### config.mk
export PLATFORM = sky130hd
export DESIGN_NAME = miter_window_monitor
export DESIGN_NICKNAME = d
export VERILOG_FILES = /design/src/rtl/miter_mon_pkg.sv /design/src/rtl/miter_ch_cmp.sv /design/src/rtl/miter_window_monitor.sv
export SDC_FILE = /design/constraint.sdc
export NUM_CORES = 1
export LEC_CHECK = 0
export BUFFER_PORTS_ARGS = -buffer_cell sky130_fd_sc_hd__buf_2
export CELL_PAD_IN_SITES_DETAIL_PLACEMENT = 1
export CELL_PAD_IN_SITES_GLOBAL_PLACEMENT = 1
export CORE_AREA = 10 10 212 214
export DETAILED_ROUTE_END_ITERATION = 16
export DIE_AREA = 0 0 222 224
export PLACE_DENSITY_LB_ADDON = 0.1
export RECOVER_POWER = 50
export SYNTH_ARGS = -nofsm -noshare
export SYNTH_HDL_FRONTEND = slang
export SYNTH_SLANG_ARGS = --single-unit
### constraint.sdc
create_clock -name clock -period 2.5 [get_ports clock]
set_clock_uncertainty 0.2 [all_clocks]
set_input_delay 0.75 -clock clock [delete_from_list [all_inputs] [get_ports clock]]
set_output_delay 0.75 -clock clock [all_outputs]
set_load 0.01 [all_outputs]
### src/rtl/miter_mon_pkg.sv
// Shared definitions for the miter divergence monitor: run-state encoding,
// default parameter values and small bus-slicing helpers.
package miter_mon_pkg;

  // Default configuration of the monitor
  localparam int DEF_NUM_CH = 8;
  localparam int DEF_CH_W   = 32;
  localparam int DEF_DEPTH  = 3;
  localparam int DEF_CNT_W  = 16;

  // Run-control states
  typedef enum logic [1:0] {
    IDLE     = 2'd0,
    RUN_WIN  = 2'd1,
    RUN_CONT = 2'd2,
    REPORT   = 2'd3
  } mon_state_e;

  // Bit offset of channel k inside a packed bus of ch_w-wide channels
  function automatic int ch_lsb(input int k, input int ch_w);
    return k * ch_w;
  endfunction

  // Width of a channel index, never narrower than one bit
  function automatic int idx_w(input int n);
    return (n > 1) ? $clog2(n) : 1;
  endfunction

endpackage

### src/rtl/miter_ch_cmp.sv
// Masked channel comparator for the miter monitor. Flags every unmasked
// channel whose A and B values differ and encodes the lowest flagged index.
// Purely combinational.
module miter_ch_cmp
  import miter_mon_pkg::*;
#(
  parameter int NUM_CH = DEF_NUM_CH,
  parameter int CH_W   = DEF_CH_W,
  parameter int IDX_W  = idx_w(DEF_NUM_CH)
) (
  input  logic [NUM_CH*CH_W-1:0] ch_a,
  input  logic [NUM_CH*CH_W-1:0] ch_b,
  input  logic [NUM_CH-1:0]      mask,
  output logic [NUM_CH-1:0]      diff,
  output logic [IDX_W-1:0]       first_idx,
  output logic                   any_diff
);

  for (genvar k = 0; k < NUM_CH; k++) begin : g_ch
    assign diff[k] = (ch_a[ch_lsb(k, CH_W) +: CH_W] != ch_b[ch_lsb(k, CH_W) +: CH_W])
                     && !mask[k];
  end

  assign any_diff = |diff;

  // Lowest-index priority encode: scan downward so the smallest set index wins
  always_comb begin
    first_idx = '0;
    for (int k = NUM_CH - 1; k >= 0; k--) begin
      first_idx = diff[k] ? IDX_W'(k) : first_idx;
    end
  end

endmodule

### src/rtl/miter_window_monitor.sv
// Divergence monitor for a two-instance miter. After a start trigger it
// compares NUM_CH channel buses of instance A against instance B, either for
// a bounded window of DEPTH steps or until stop_i, and records sticky
// per-channel divergence plus the channel and step of the first divergence.
// Optional build macro MITER_MON_HIST_EN adds per-channel first-divergence
// step history with a registered read port (rd_ch_i / hist_step_o).
module miter_window_monitor
  import miter_mon_pkg::*;
#(
  parameter  int NUM_CH = DEF_NUM_CH,
  parameter  int CH_W   = DEF_CH_W,
  parameter  int DEPTH  = DEF_DEPTH,
  parameter  int CNT_W  = DEF_CNT_W,
  localparam int IDX_W  = idx_w(NUM_CH)
) (
  input  logic                   clock,
  input  logic                   reset,
  input  logic                   start_i,
  input  logic                   mode_i,
  input  logic                   stop_i,
  input  logic [NUM_CH-1:0]      ch_mask_i,
  input  logic [NUM_CH*CH_W-1:0] ch_a_i,
  input  logic [NUM_CH*CH_W-1:0] ch_b_i,
`ifdef MITER_MON_HIST_EN
  input  logic [IDX_W-1:0]       rd_ch_i,
  output logic [CNT_W-1:0]       hist_step_o,
`endif
  output logic                   busy_o,
  output logic                   done_o,
  output logic                   pass_o,
  output logic [NUM_CH-1:0]      diverge_o,
  output logic [IDX_W-1:0]       first_ch_o,
  output logic [CNT_W-1:0]       first_cycle_o,
  output logic [CNT_W-1:0]       step_o
);

  localparam logic [CNT_W-1:0] STEP_MAX  = {CNT_W{1'b1}};
  localparam logic [CNT_W-1:0] STEP_LAST = CNT_W'(DEPTH);

  // The run state itself records the mode latched at start
  mon_state_e         state_r;
  logic [NUM_CH-1:0]  mask_r;
  logic [NUM_CH-1:0]  diverge_r;
  logic [IDX_W-1:0]   first_ch_r;
  logic [CNT_W-1:0]   first_cycle_r;
  logic [CNT_W-1:0]   step_r;
  logic               busy_r;
  logic               done_r;
  logic               pass_r;

  logic [NUM_CH-1:0]  diff_s;
  logic [NUM_CH-1:0]  diverge_nx_s;
  logic [IDX_W-1:0]   first_idx_s;
  logic               any_diff_s;
  logic [CNT_W-1:0]   step_inc_s;
  logic               run_s;
  logic               start_ok_s;
  logic               run_end_s;

  miter_ch_cmp #(
    .NUM_CH (NUM_CH),
    .CH_W   (CH_W),
    .IDX_W  (IDX_W)
  ) u_cmp (
    .ch_a      (ch_a_i),
    .ch_b      (ch_b_i),
    .mask      (mask_r),
    .diff      (diff_s),
    .first_idx (first_idx_s),
    .any_diff  (any_diff_s)
  );

  // Step increment (saturating), run qualifiers and accumulated divergence
  always_comb begin
    step_inc_s   = (step_r == STEP_MAX) ? step_r : step_r + {{(CNT_W-1){1'b0}}, 1'b1};
    run_s        = (state_r == RUN_WIN) || (state_r == RUN_CONT);
    start_ok_s   = start_i && ((state_r == IDLE) || (state_r == REPORT));
    diverge_nx_s = diverge_r | diff_s;
    if (state_r == RUN_WIN) begin
      run_end_s = (step_inc_s == STEP_LAST);
    end else if (state_r == RUN_CONT) begin
      run_end_s = stop_i;
    end else begin
      run_end_s = 1'b0;
    end
  end

  // Run-control FSM with registered result outputs
  always_ff @(posedge clock or negedge reset) begin
    if (!reset) begin
      state_r       <= IDLE;
      mask_r        <= '0;
      diverge_r     <= '0;
      first_ch_r    <= '0;
      first_cycle_r <= '0;
      step_r        <= '0;
      busy_r        <= 1'b0;
      done_r        <= 1'b0;
      pass_r        <= 1'b1;
    end else if (start_ok_s) begin
      state_r       <= mode_i ? RUN_CONT : RUN_WIN;
      mask_r        <= ch_mask_i;
      diverge_r     <= '0;
      first_ch_r    <= '0;
      first_cycle_r <= '0;
      step_r        <= '0;
      busy_r        <= 1'b1;
      done_r        <= 1'b0;
      pass_r        <= 1'b1;
    end else begin
      case (state_r)
        RUN_WIN, RUN_CONT: begin
          step_r    <= step_inc_s;
          diverge_r <= diverge_nx_s;
          pass_r    <= ~|diverge_nx_s;
          // First divergence is latched only while nothing has diverged yet
          if (any_diff_s && !(|diverge_r)) begin
            first_ch_r    <= first_idx_s;
            first_cycle_r <= step_inc_s;
          end
          if (run_end_s) begin
            state_r <= REPORT;
            busy_r  <= 1'b0;
            done_r  <= 1'b1;
          end else begin
            busy_r  <= 1'b1;
            done_r  <= 1'b0;
          end
        end
        REPORT: begin
          state_r <= IDLE;
          busy_r  <= 1'b0;
          done_r  <= 1'b0;
        end
        default: begin
          state_r <= IDLE;
          busy_r  <= 1'b0;
          done_r  <= 1'b0;
        end
      endcase
    end
  end

  assign busy_o        = busy_r;
  assign done_o        = done_r;
  assign pass_o        = pass_r;
  assign diverge_o     = diverge_r;
  assign first_ch_o    = first_ch_r;
  assign first_cycle_o = first_cycle_r;
  assign step_o        = step_r;

`ifdef MITER_MON_HIST_EN
  logic [CNT_W-1:0] hist_r [NUM_CH];
  logic [CNT_W-1:0] hist_step_r;

  // Per-channel first-divergence step capture and registered history read
  always_ff @(posedge clock or negedge reset) begin
    if (!reset) begin
      for (int k = 0; k < NUM_CH; k++) begin
        hist_r[k] <= '0;
      end
      hist_step_r <= '0;
    end else begin
      for (int k = 0; k < NUM_CH; k++) begin
        if (start_ok_s) begin
          hist_r[k] <= '0;
        end else if (run_s && diff_s[k] && !diverge_r[k]) begin
          hist_r[k] <= step_inc_s;
        end
      end
      hist_step_r <= (int'(rd_ch_i) < NUM_CH) ? hist_r[rd_ch_i] : '0;
    end
  end

  assign hist_step_o = hist_step_r;
`endif

endmodule

==> flow_results.org, run 1 <==
** Status
- The flow ran to the end, but the final reports show violations.
- Violations in the final reports :: setup timing

** Setup path
- Data on the critical path is required at its endpoint by 2.52 ns.
- Along the worst path, the maximum fanout reaches 5.
- Slowest stage cell on the critical path :: or4_4
- The critical path runs through a total of 10 cells.
- By startpoint and endpoint, the worst setup path is classified as primary input to flop.
- Walking the worst path, the cells encountered are buf_2 -> xnor2_4 -> nand4_1 -> nor4_4 -> a21oi_4 -> or4_4 -> o21ai_4 -> buf_12 -> buf_12 -> mux2i_1.
- STA puts the critical path data arrival time at around 2.8 ns.
- Most used cell, CP :: buf_12
- Endpoint kind of the worst setup timing path :: flop
- The number of cells on the worst reg-to-reg path is 8.
- Tracing the worst setup path back leads to its startpoint at ch_b_i[59].
- The startpoint identified for the worst register-to-register timing path is step_o[1]$_DFFE_PN0P_.
- CP top delay family :: simple AND/OR/NAND/NOR gates
- Sum of buffers and inverters on the critical path :: 3
- Capturing element of the worst setup path :: first_cycle_o[6]$_DFFE_PN0P_
- Largest stage delay on the critical path :: approximately 0.45 ns
- Setup slack on the worst reg-to-reg path comes out at 0.11 ns.
- Endpoint of the worst-slack reg-to-reg timing path :: busy_o$_DFF_PN0_
- Type of origin of the critical path :: primary input

** STA
- Fin Hold WS :: ~0.32 ns
- Final setup violation count :: 20
- Transition at the pin with the smallest max-transition slack :: roughly 0.86 ns
- Number of endpoints with negative hold slack in the final report :: 0
- Fmax :: about 350 MHz
- Setup repair after global routing could not meet its margin everywhere.
- Dividing the final minimum period by the clock period gives 112.7%.
- The worst path in the final design needs a cycle of 2.817 ns, including I/O delays and setup.
- Worst path setup slack after routing :: -0.3172 ns
- Total count of max-transition violations in the final report :: 0
- Measured against its own limit, the worst slew margin works out to around 43%.

** Pwr
- Overall power :: roughly 5100 uW
- IR analysis of the VDD net gives a maximum drop of just under 400 uV.
- Dividing total power by cell area gives a power density of just under 500 nW/um^2.
- In this run the static leakage power is ~0.0048 uW.

** Yosys
- After synthesis, the share of cell area in mux cells is 5.358%.
- Share of the yosys chip area belonging to registers :: 23.93%
- Averaged over all synthesized cells, the footprint is ~8.8 sq um.
- Simple-gate share of the synthesized area :: between 10% and 20%
- The number of nets handed over by synthesis was roughly 1200.
- Predominant post-synthesis flop cell :: dfrtp_1
- Area fraction in compound gates after synthesis :: between 10% and 20%
- Post-synthesis share of cell area spent on xor and xnor gates :: around 39%
- The cell area that synthesis handed to floorplanning was a little under 6000 sq um.
- Post-Synthesis Cells :: roughly 670
- The synthesized design contains 0 enable-type register cells.
- Dominant combinational cell family by area after synthesis :: XOR/XNOR gates
- In this run, synthesis produced a sequential element count of 56.
- Number of warnings issued by yosys :: 0
- Number of distinct standard cells referenced by the synthesized netlist :: 57
- After Yosys synthesis, full adders, half adders and majority gates account for less than 1% of the synthesized area.
- In the synthesized netlist the async set-or-reset flop fraction comes to 100.0%.

** Floorplanning
- Row Count :: 74
- Number of placed I/O pins :: 571
- Die X :: about 220 um
- Placeable Area :: 40550 sq um
- The floorplan step set the die height to 224 um.
- The initial utilization of the core area, before any placement, comes to between 10% and 20%.
- Die ar. :: a little under 50000 sq um

** Routing
- The first routing iteration left approximately 170 violations.
- Amount of wire on met2 after detailed routing :: about 22000 um
- Highest routed layer :: met5
- For this run, the detailed router's first-pass iteration total came to 4.
- Using the TritonRoute via totals, the vias-per-cell ratio works out to approximately 4.0.
- Via count :: approximately 7500
- Residual antenna-violating net count after detailed routing :: 0
- Met1 WL :: approximately 15000 um
- Detailed routing placed a total of ~3400 um of wire on met3.
- DR WL/cell :: around 22 um
- DRC violation count after routing :: 0
- Wires add up to slightly above 40000 um.

** Finish
- The library cell used most frequently in the layout, excluding fill and tap cells, is buf_2.
- Top library cells by usage in the layout, fill and taps aside :: buf_2, xnor2_1, buf_4, nand4_1
- Final-layout fill cell count :: roughly 5000
- Layout cell share with drive strength beyond 1 :: between 50% and 60%
- NumNets Final :: approximately 1800
- The area growth from synthesis to layout is 78.06%.

** Min path
- Class of the tightest hold or removal check :: flop to flop

** GRT
- Entering global routing, the biggest net connects 43 pins.
- Initial antenna violation count :: 16
- The first global-routing pass estimated roughly 57000 um of wire.
- The number of global-route vias before repair was ~8400.
- Remaining global-route overflow :: 0
- Global routing used 15.40% of the available tracks.

** Clock network
- Maximum number of buffers from clock root to sink :: 2
- Master cell of the clock root buffer :: clkbuf_16
- Insertion delay to the later sink of the worst-skew pair :: 0.31 ns
- After clock tree synthesis, the flow added hold-fix buffers numbering 0.
- Clock tree from TritonCTS :: done
- Counting every sink on the clock net gives between 50 and 60.
- CTS H-tree lvls :: 2
- Number of buffers inserted during clock tree synthesis :: 5
- Clock slew at the register clock pins of the worst setup and hold paths :: roughly 0.090 ns

** Place
- After legalization and detailed placement, the total HPWL measured roughly 37000 um.
- Final weighted congestion of routability-driven global placement :: between 0.8 and 0.9
- Port buffering added 570 buffers.

** Flow run
- Across the run, the number of max-cap violations was 0.
-- logic make-up after synthesis --
logic type      after synthesis
buf+inv                      27
xor+xnor                    264
flops                        56
simple gates                199
compound gates               86
fa+ha+maj                     3
mux                          30
-- cells in the mapped netlist (6+ instances only) --
| cell | count | area (sq um) |
|---|---|---|
| dfrtp_1 | 55 | 1376 |
| nor4_1 | 8 | 50.05 |
| nand3_1 | 8 | 40.04 |
| clkbuf_1 | 10 | 37.54 |
| a21oi_1 | 16 | 80.08 |
| xnor2_1 | 254 | 2225 |
| o31ai_1 | 6 | 45.04 |
| a41o_1 | 6 | 60.06 |
| inv_1 | 8 | 30.03 |
| nor2_1 | 31 | 116.4 |
| o21ai_0 | 15 | 75.07 |
| nor3_1 | 6 | 30.03 |
| nand2_1 | 56 | 210.2 |
| xor2_1 | 10 | 87.58 |
| mux2i_1 | 19 | 190.2 |
| nand4_1 | 69 | 431.7 |
| mux2_2 | 10 | 112.6 |
-- final cells by class --
type	instances	area, sq um	area share (%)
Multi-Input combinational cell	582	4621	44.27
Timing Repair Buffer	654	3547	33.98
Sequential cell	56	1403	13.44
Tap cell	532	665.6	6.377
Clock buffer	7	142.6	1.367
Inverter	9	33.78	0.3237
Antenna cell	7	17.52	0.1678
Clock inverter	1	7.507	0.07193
-- how the worst min path moves through the flow --
| stage | from | end | slack (ns) | cells past startpoint |
|---|---|---|---|---|
| 4_1_cts | reset | step_o[10]$_DFFE_PN0P_ | 0.19 | 1 |
| 6_report | diverge_o[3]$_DFFE_PN0P_ | diverge_o[3]$_DFFE_PN0P_ | 0.32 | 2 |
| 2_1_floorplan | reset | busy_o$_DFF_PN0_ | 0.25 | 0 |
| 3_3_place_gp | diverge_o[6]$_DFFE_PN0P_ | diverge_o[6]$_DFFE_PN0P_ | 0.29 | 2 |
| 5_1_grt | first_cycle_o[5]$_DFFE_PN0P_ | first_cycle_o[5]$_DFFE_PN0P_ | 0.36 | 2 |
| 3_5_place_dp | mask_r[1]$_DFFE_PN0P_ | mask_r[1]$_DFFE_PN0P_ | 0.31 | 1 |
-- routing by layer --
metal	track usage, %	up-vias
met5	0	-
met4	2.370	16
met3	5.587	26
met2	29.75	322
met1	15.72	3435
li1	-	3653
-- sequential cells by signal, summed over array words and instances, names as in the netlist --
name / flops
first_ch_o: 3
busy_o: 1
state_r: 2
step_o: 16
diverge_o: 8
pass_o: 1
done_o: 1
mask_r: 8
first_cycle_o: 16
-- stage by stage --
| stage | TNS [ns] | util (%) | cells | instance area [sq um] | setup WS, ns |
|---|---|---|---|---|---|
| final | -5.313 | 25.74 | 1848 | 10440 | -0.3172 |
| after global routing | -7.490 | 25.72 | 1846 | 10430 | -0.4287 |
| after CTS | -6.666 | 25.52 | 1840 | 10350 | -0.3839 |
| after detailed placement | -19.73 | 24.64 | 1828 | 9991 | -1.009 |
| after global placement | -18.28 | 24.64 | 1828 | 9991 | -0.9454 |
| after floorplan | -2.860 | - | 665 | 5914 | -0.1741 |
-- worst register-to-register path, delay by kind of cell (launching register included) --
family / cells / cell delay, ns
AOI/OAI and AO/OA: 4 / 1.02
xor gates and xnor gates: 1 / 0.16
adders and majority gates: 1 / 0.19
DFF: 1 / 0.36
and+or+nand+nor: 2 / 0.38
-- what timing repair did --
action                     in CTS  in global routing
cloned                          1                  0
setup endpoints to repair      23                 25
buffers inserted                3                  2
pin swaps                       9                 14
resized for setup              23                 21
-- power by group --
| group | leakage (uW) | switching, uW | internal, uW |
|---|---|---|---|
| sequential | 0.000728 | 135 | 1120 |
| combinational | 0.00405 | 1640 | 1410 |
| clock | 0.0000702 | 378 | 402 |
| total | 0.00484 | 2150 | 2930 |
Power figures use the tool's default switching activity.
==> run 2, diff against run 1 <==
CTS_BUF_LIST = sky130_fd_sc_hd__clkbuf_2 sky130_fd_sc_hd__clkbuf_4 sky130_fd_sc_hd__clkbuf_8   (was default)
==> flow_results.org, run 2 (synthesized netlist as in run 1, its figures left out) <==
** STA
- The worst path setup slack after routing came to -0.2933 ns (+0.02398 ns).
- The headroom to the max-slew limit is 44.48% (+1.8 points).
- The number of failing setup endpoints in the final timing report was 20 (unchanged).
- Final worst-path cycle share :: 111.7% (-0.96 points)
- Unrepaired setup endpoints after global routing :: yes
- Transition at the pin with the smallest max-transition slack :: 0.8328 ns (-0.02738 ns)
- Number of endpoints with negative hold slack in the final report :: 0 (unchanged)
- The highest clock rate was 358.0 MHz (+0.86%).
- Total negative slack :: -4.269 ns (+1.044 ns)
- The final critical path time including I/O delays and setup is 2.793 ns (-0.02399 ns).
- The worst hold slack was 0.2926 ns (-0.02653 ns).
- The max-slew violation total from the final report came to 0 (unchanged).

** Routing
- DR WL/cell :: 21.87 um (about the same)
- Residual antenna-violating net count after detailed routing :: 0 (unchanged)
- Average vias per placed instance :: 4.068 (+0.89%)
- The first-pass iteration count of the detailed router was 4 (unchanged).
- The number of remaining DRC errors came to 0 (unchanged).
- The count of vias placed by the detailed router was 7494 (+0.56%).
- The count of routing violations after the opening detailed-route iteration is 151 (-8.5%).
- Total Routed Length :: 40280 um (-0.23%)

** Clock network
- Hold-fix buffers, CTS :: 0 (unchanged)
- Master cell of the clock root buffer :: clkbuf_8
- Number of buffers inserted during clock tree synthesis :: 5 (unchanged)
- The insertion delay of the later-clocked pin in the worst-skew pair came to 0.34 ns (+0.03 ns).
- TritonCTS built the clock tree.
- The buffer levels on the longest clock path came to 2 (unchanged).
- The clock-pin transition on the worst setup and hold timing paths came to 0.13 ns (+0.04 ns).
- The number of clock sinks seen by CTS is 56 (unchanged).
- The maximum level of the CTS H-tree is 2 (unchanged).

** Setup path
- The startpoint identified for the worst register-to-register timing path is step_o[1]$_DFFE_PN0P_.
- Biggest fanout along the worst timing path :: 5 (unchanged)
- The worst setup path is launched from a primary input.
- In this run the critical register-to-register path is captured at busy_o$_DFF_PN0_.
- The data arrival at the endpoint of the critical path came to 2.84 ns (about the same).
- The critical path ends at first_cycle_o[0]$_DFFE_PN0P_.
- Depth of the worst register-to-register path :: 8 (unchanged)
- Worst reg-to-reg setup slack :: 0.10 ns (about the same)
- In this run the worst setup path begins at ch_b_i[110].
- STA classifies the critical path endpoint as a flop.
- The worst setup path is of the primary input to flop kind.
- The data required time of the critical path is 2.55 ns (+0.03 ns).

** Floorplanning
- Row Count :: 74 (unchanged)
- Initial cell density of the core :: 14.45% (unchanged)
- Number of placed I/O pins :: 571 (unchanged)
- The die area is 49730 sq um (unchanged).
- The chip width came to 222 um (unchanged).
- The floorplan die height is 224 um (unchanged).
- Placeable Area :: 40550 sq um (unchanged)

** Pwr
- The power per unit of standard cell area was 471.2 nW/um^2 (-3.2%).
- Leakage :: 0.004828 uW (-0.34%)
- Worst-case vdd ir drop :: 394.8 uV (+0.52%)

** Place
- Post-DP HPWL :: 36700 um (unchanged)
- Number of port buffers :: 570 (unchanged)
- Final weighted congestion of routability-driven global placement :: 0.8393 (unchanged)
- The worst setup timing slack at the placement stage is -1.009 ns (unchanged).

** GRT
- The largest net degree at the start of global routing came to 43 (unchanged).
- The total grt overflow is 0 (unchanged).
- The wire length of the first global-routing pass is 57680 um (+0.55%).
- The number of antenna violations at the first check in global routing came to 7 (-9).
- The combined global-route utilization of all metal layers came to 15.37% (-0.023 points).
- Via count of the first global-routing pass :: 8394 (+0.17%)

** Finish
- The area occupied by registers was 1403 sq um (unchanged).
- The total number of nets in the final design is 1836 (unchanged).
- The share of cells above drive strength 1 was 53.78% (+0.15 points).
- Final-layout fill cell count :: 4963 (unchanged)
- The area of the multi-input gates is 4626 sq um (+0.11%).
- Leaving out fill and tap cells, the most frequent cell in the layout is buf_2.
- Relative to the synthesized area, the layout overhead comes to 76.99%.
- In the layout the commonest cells are buf_2, xnor2_1, buf_4, nand4_1.

** Status
- Violations in the final reports :: setup timing
- Status :: finished with violations

** Min path
- The path class of the tightest hold or removal check is primary input to async pin.

** Flow run
- The count of maximum capacitance violations was 0 (unchanged).
-- run 2: cell types whose count changed in the layout (fill, tap and decap cells not counted) --
cell / delta
diode_2: -6
clkbuf_16: -5
clkbuf_8: +5
clkbuf_1: -1
clkbuf_4: +1
o21a_2: -1
o21a_4: +1
o31ai_2: +1
o31ai_4: -1
xnor2_1: -1
xnor2_2: +1
-- run 2: worst min path at each step --
| stage | startpoint | endpoint | slack, ns | depth (start not counted) |
|---|---|---|---|---|
| final | reset | step_o[10]$_DFFE_PN0P_ | 0.29 | 1 |
| after global routing | reset | step_o[10]$_DFFE_PN0P_ | 0.33 | 1 |
| after CTS | reset | step_o[10]$_DFFE_PN0P_ | 0.14 | 1 |
| after detailed placement | mask_r[1]$_DFFE_PN0P_ | mask_r[1]$_DFFE_PN0P_ | 0.31 | 1 |
| after global placement | diverge_o[6]$_DFFE_PN0P_ | diverge_o[6]$_DFFE_PN0P_ | 0.29 | 2 |
| after floorplan | reset | busy_o$_DFF_PN0_ | 0.25 | 0 |
-- run 2: what timing repair did --
action | in CTS | in global routing
setup buffers | 3 | 2
endpoints found under the setup margin | 23 | 25
endpoints found under the hold margin | 0 | 0
pin swaps | 9 | 15
cloned | 1 | 0
gates resized for setup | 23 | 22
-- run 2: area by class of cell --
| class | instances | share of cell area, % |
|---|---|---|
| well taps | 532 | 6.416 |
| clock buffers | 7 | 0.8683 |
| diodes | 1 | 0.02412 |
| inverters | 9 | 0.3256 |
| clock inverters | 1 | 0.07236 |
| repair buffers | 654 | 34.19 |
| multi-input cells | 582 | 44.58 |
| flip-flops and latches | 56 | 13.52 |
-- run 2: per-stage QoR --
step	std cells	power [uW]	util [%]	area (sq um)
2_1_floorplan	665	2723	-	5914
3_3_place_gp	1828	4321	24.64	9991
3_5_place_dp	1828	4326	24.64	9991
4_1_cts	1840	5012	25.39	10290
5_1_grt	1841	5326	25.58	10370
6_report	1842	4889	25.58	10380
-- run 2: critical path, stage by stage --
cell and delay [ns]:
buf_2 0.10, xnor2_1 0.17, nand4_1 0.16, nor2_1 0.20, a41oi_1 0.14, buf_4 0.18, or4_4 0.50, o21ai_4 0.20
buf_12 0.13, buf_12 0.11, mux2i_1 0.19
-- run 2: power breakdown --
group	switching (uW)	total (uW)	internal (uW)
clock	362	600	238
sequential	135	1250	1120
combinational	1640	3040	1400
total	2130	4890	2760
-- run 2: metal layers --
| metal | vias to the layer above | share of wire, % | wire [um] | global-route usage, % |
|---|---|---|---|---|
| met2 | 324 | 54 | 21690 | 30.05 |
| met5 | - | 0.16 | 64 | 0 |
| met4 | 10 | 0.52 | 208 | 1.624 |
| met3 | 18 | 7.8 | 3122 | 5.079 |
| met1 | 3499 | 38 | 15200 | 15.98 |
| li1 | 3643 | - | - | - |
